### src/rtl/srl_iter.sv
// srl_iter: iterative right shifter, one bit per clock, logical or arithmetic fill, valid/ready on both sides
module srl_iter #(
  parameter int N = 8
) (
  input  logic         clk,
  input  logic         rst,
  input  logic         in_valid,
  output logic         in_ready,
  input  logic [N-1:0] a,
  input  logic [N-1:0] b,
  input  logic         arith,
  output logic         out_valid,
  input  logic         out_ready,
  output logic [N-1:0] out_data
);
  localparam int CW = $clog2(N) + 1;
  localparam logic [CW-1:0] NC = CW'(N);
  typedef enum logic [1:0] {IDLE, SHIFT, DONE} state_t;
  state_t        r_state, w_next;
  logic [N-1:0]  r_data;
  logic [CW-1:0] r_cnt;
  logic          r_fill;
  logic [CW-1:0] w_k;
  logic          w_accept;
  assign w_k      = (b >= N[N-1:0]) ? NC : CW'(b);
  assign w_accept = (r_state == IDLE) && in_valid;
  // state register; reset aborts any operation in flight
  always_ff @(posedge clk or posedge rst) begin
    if (rst) r_state <= IDLE;
    else     r_state <= w_next;
  end
  // next-state decode
  always_comb begin
    w_next = r_state;
    case (r_state)
      IDLE:    w_next = in_valid ? ((w_k == '0) ? DONE : SHIFT) : IDLE;
      SHIFT:   w_next = (r_cnt == CW'(1)) ? DONE : SHIFT;
      DONE:    w_next = out_ready ? IDLE : DONE;
      default: w_next = IDLE;
    endcase
  end
  // handshake outputs are pure state decodes
  always_comb begin
    in_ready  = (r_state == IDLE);
    out_valid = (r_state == DONE);
  end
  // datapath: latch operands at accept, then shift one position per SHIFT cycle
  always_ff @(posedge clk or posedge rst) begin
    if (rst) begin
      r_data <= '0;
      r_cnt  <= '0;
      r_fill <= 1'b0;
    end else if (w_accept) begin
      r_data <= a;
      r_cnt  <= w_k;
      r_fill <= arith;
    end else if (r_state == SHIFT) begin
      r_data <= {r_fill ? r_data[N-1] : 1'b0, r_data[N-1:1]};
      r_cnt  <= r_cnt - CW'(1);
    end
  end
  assign out_data = r_data;
endmodule

### config.mk
export PLATFORM = sky130hd
export DESIGN_NAME = srl_iter
export DESIGN_NICKNAME = d
export VERILOG_FILES = /design/src/rtl/srl_iter.sv
export SDC_FILE = /design/constraint.sdc
export NUM_CORES = 1
export LEC_CHECK = 0
export ABC_AREA = 1
export BUFFER_PORTS_ARGS = -buffer_cell sky130_fd_sc_hd__buf_2
export CORE_UTILIZATION = 30
export CTS_CLUSTER_DIAMETER = 50
export DETAILED_ROUTE_END_ITERATION = 8
export PLACE_DENSITY = 0.51
export SETUP_SLACK_MARGIN = 0.5
export SYNTH_ARGS = -nofsm -noshare
export SYNTH_HDL_FRONTEND = slang
export SYNTH_SLANG_ARGS = --single-unit
### constraint.sdc
create_clock -name clk -period 1.45 [get_ports clk]
set_input_delay 0.435 -clock clk [delete_from_list [all_inputs] [get_ports clk]]
set_output_delay 0.435 -clock clk [all_outputs]
set_load 0.005 [all_outputs]
==> out/qor.yml <==
setup_path:
  r2r_cells: 7
  cp_max_fo: 4
  cp-end-kind: "output port"
  cp-start-kind: "flip-flop"
  critical_path_required_ps: 1020
  crit_arrival_ps: 960
  criticalPathCategory: "flip-flop to output port"
placed_design:
  port_buffers: 30
  post-dp-hpwl_um: 1420
  placed_area_um2: 1030
  gp_congestion: 0.755
  place_ws_ps: 276
clocking:
  clkTransAtPathRegs_ps: 100
  insertion_delay_ps: 300
  htreeDepth: 1
  cts_buffer_depth: 2
  cts_num_sinks: 15
  hold_buffers: 0
  cts_buffers: 3
  cts_tree: "done"
  cts_root_buf: "clkbuf_4"
floorplanning:
  fp-row-count: 18
  design.die.area_um2: 2930
  io_pins: 31
  die_h_um: 54.1
  start_util_pct: 32.3
  fp.dieW_um: 54.1
  core_area_um2: 2520
grt:
  antenna_found_initial: 0
  grt.total_usage_pct: 17.4
  grt_pass1_wl_um: 3510
  grt_pass1_vias: 759
  grt_max_degree: 16
  gr-total-overflow: 0
synth:
  synth_nets: 135
  synth_area_leaders: "dfrtp_1 (46%), nand2_1 (20%), nand3_1 (9.2%), inv_1 (5.1%), nor2_1 (5.1%)"
  synth_edf_count: 0
  synthesis.area_um2: 816
  yosysSeqAreaShare_pct: 46.0
  async_flop_share_pct: 100
  synthCells: 112
  ys_types: 18
  synth_top_area_share_pct: 46.0
  yosys_warnings: 0
  ys_ff_latch: 15
  synth_common_cells: "nand2_1 (43), dfrtp_1 (15), nand3_1 (15)"
  synth.most_common_cell: "nand2_1"
  syn_area_per_cell_um2: 7.28
  yosysTopAreaCell: "dfrtp_1"
  synth_flop_cell: "dfrtp_1"
layout:
  n_antenna_cell: 0
  fin_nets: 183
  final_cell_area_um2: 1240
  syn_to_final_growth_pct: 52.6
  drive_gt1_share_pct: 44.0
status:
  status: "finished clean"
sta:
  slew_violations: 0
  finalSetupViolations: 0
  fin_crit_sh_pct: 96.3
  finalHoldViolCount: 0
  grt_setup_unrepaired: "true"
  setup_slack_ps: 53.4
  setup_tns_ps: 0
  finalCriticalPeriod_ps: 1400
  slew_headroom_pct: 78.8
  fin_worst_skew_ps: 4.58
  worst_pin_slew_ps: 315
  clock.fmax_mhz: 716
flow_run:
  cap_violations: 0
route:
  drt_iter0_drc: 19
  via_count: 857
  detail_route.vias_per_cell: 4.53
  post_drt_wl_per_cell_um: 11.2
  drc_errors: 0
  wirelength_um: 2130
  dr.pass1.iters: 4
  antenna_left: 0
power_and_ir_drop:
  power_density_nw_per_um2: 2020
  vdd_drop_max_uv: 937
  p_leak_nw: 0.665
min_path:
  holdCritPathClass: "primary input to async pin"
-- logic make-up after synthesis --
kind of cell / Yosys count / share of synthesized area [%]
AOI/OAI and AO/OA: 4 / 2.76
adders and majority gates: 2 / 3.07
buffers and inverters: 15 / 8.28
DFF: 15 / 46.0
and+or+nand+nor: 76 / 39.9
-- layout by cell type, fill, tap and decap left out --
master / instances
o21ai_0: 1
o21ai_1: 1
nor2_4: 2
inv_1: 8
inv_8: 1
ha_1: 1
nor2_2: 1
nor3_1: 2
inv_4: 1
nand3_2: 4
nand2_2: 3
dfrtp_1: 14
o21ai_4: 1
clkinv_2: 1
buf_6: 4
nand2_8: 2
buf_2: 30
o211ai_1: 1
dfrtp_2: 1
or2_4: 1
or2_1: 1
buf_4: 10
nand3_1: 11
nand2_1: 39
ha_4: 1
clkbuf_4: 3
clkinvlp_4: 1
inv_2: 3
nor2_1: 9
nand3b_1: 1
-- per-layer routing --
layer	GRT usage (%)	vias up	part of all wire, %
li1	-	441	-
met1	23.8	395	49
met2	26.4	21	47
met3	5.93	0	4.4
met4	3.85	0	0
met5	0	-	0
-- state kept, by name, indices dropped and copies added, names as in the netlist --
name	count
r_cnt	4
r_state	2
out_data	8
r_fill	1
-- metrics by stage --
| stage | power, W | instances | hold WS, ps | utilization, % |
|---|---|---|---|---|
| 2_1_floorplan | 0.00148 | 112 | 336 | - |
| 3_3_place_gp | 0.00179 | 172 | 448 | 41.0 |
| 3_5_place_dp | 0.00180 | 172 | 450 | 41.0 |
| 4_1_cts | 0.00235 | 186 | 118 | 46.8 |
| 5_1_grt | 0.00273 | 189 | 144 | 49.4 |
| 6_report | 0.00251 | 189 | 113 | 49.4 |
-- worst paths after layout --
check | start | end | slack [ps]
setup / recovery | r_state[0] | out_valid | 50
hold / removal | rst | out_data[3] | 110
setup reg to reg | r_state[0] | r_cnt[0] | 150
hold reg to reg | r_fill | r_fill | 490
max in group asynchronous | rst | r_state[0] | 1140
min in group clk | arith | r_fill | 330
-- power breakdown --
group	internal, W	switching, W
clock network	0.000103	0.000159
logic	0.000715	0.000770
registers	0.000616	0.000146
-- cell type report --
cell class	instances	area, µm²
multi-input combinational	82	467
inverter	13	58.8
fill	273	1280
sequential	15	377
timing repair inverter	1	7.51
tap	30	37.5
timing repair buffer	44	270
clock inverter	1	5.00
clock buffer	3	22.5
-- timing repair --
| action | in CTS | in global routing |
|---|---|---|
| cloned | 2 | 0 |
| resized for setup | 12 | 10 |
| buffers inserted | 8 | 3 |
| endpoints found under the setup margin | 25 | 25 |
| pin swaps | 3 | 8 |
-- worst max-delay path, stage by stage (launching register included) --
cell,delay [ps]
dfrtp_2,450
nor2_1,100
buf_2,120
Power figures use the tool's default switching activity.
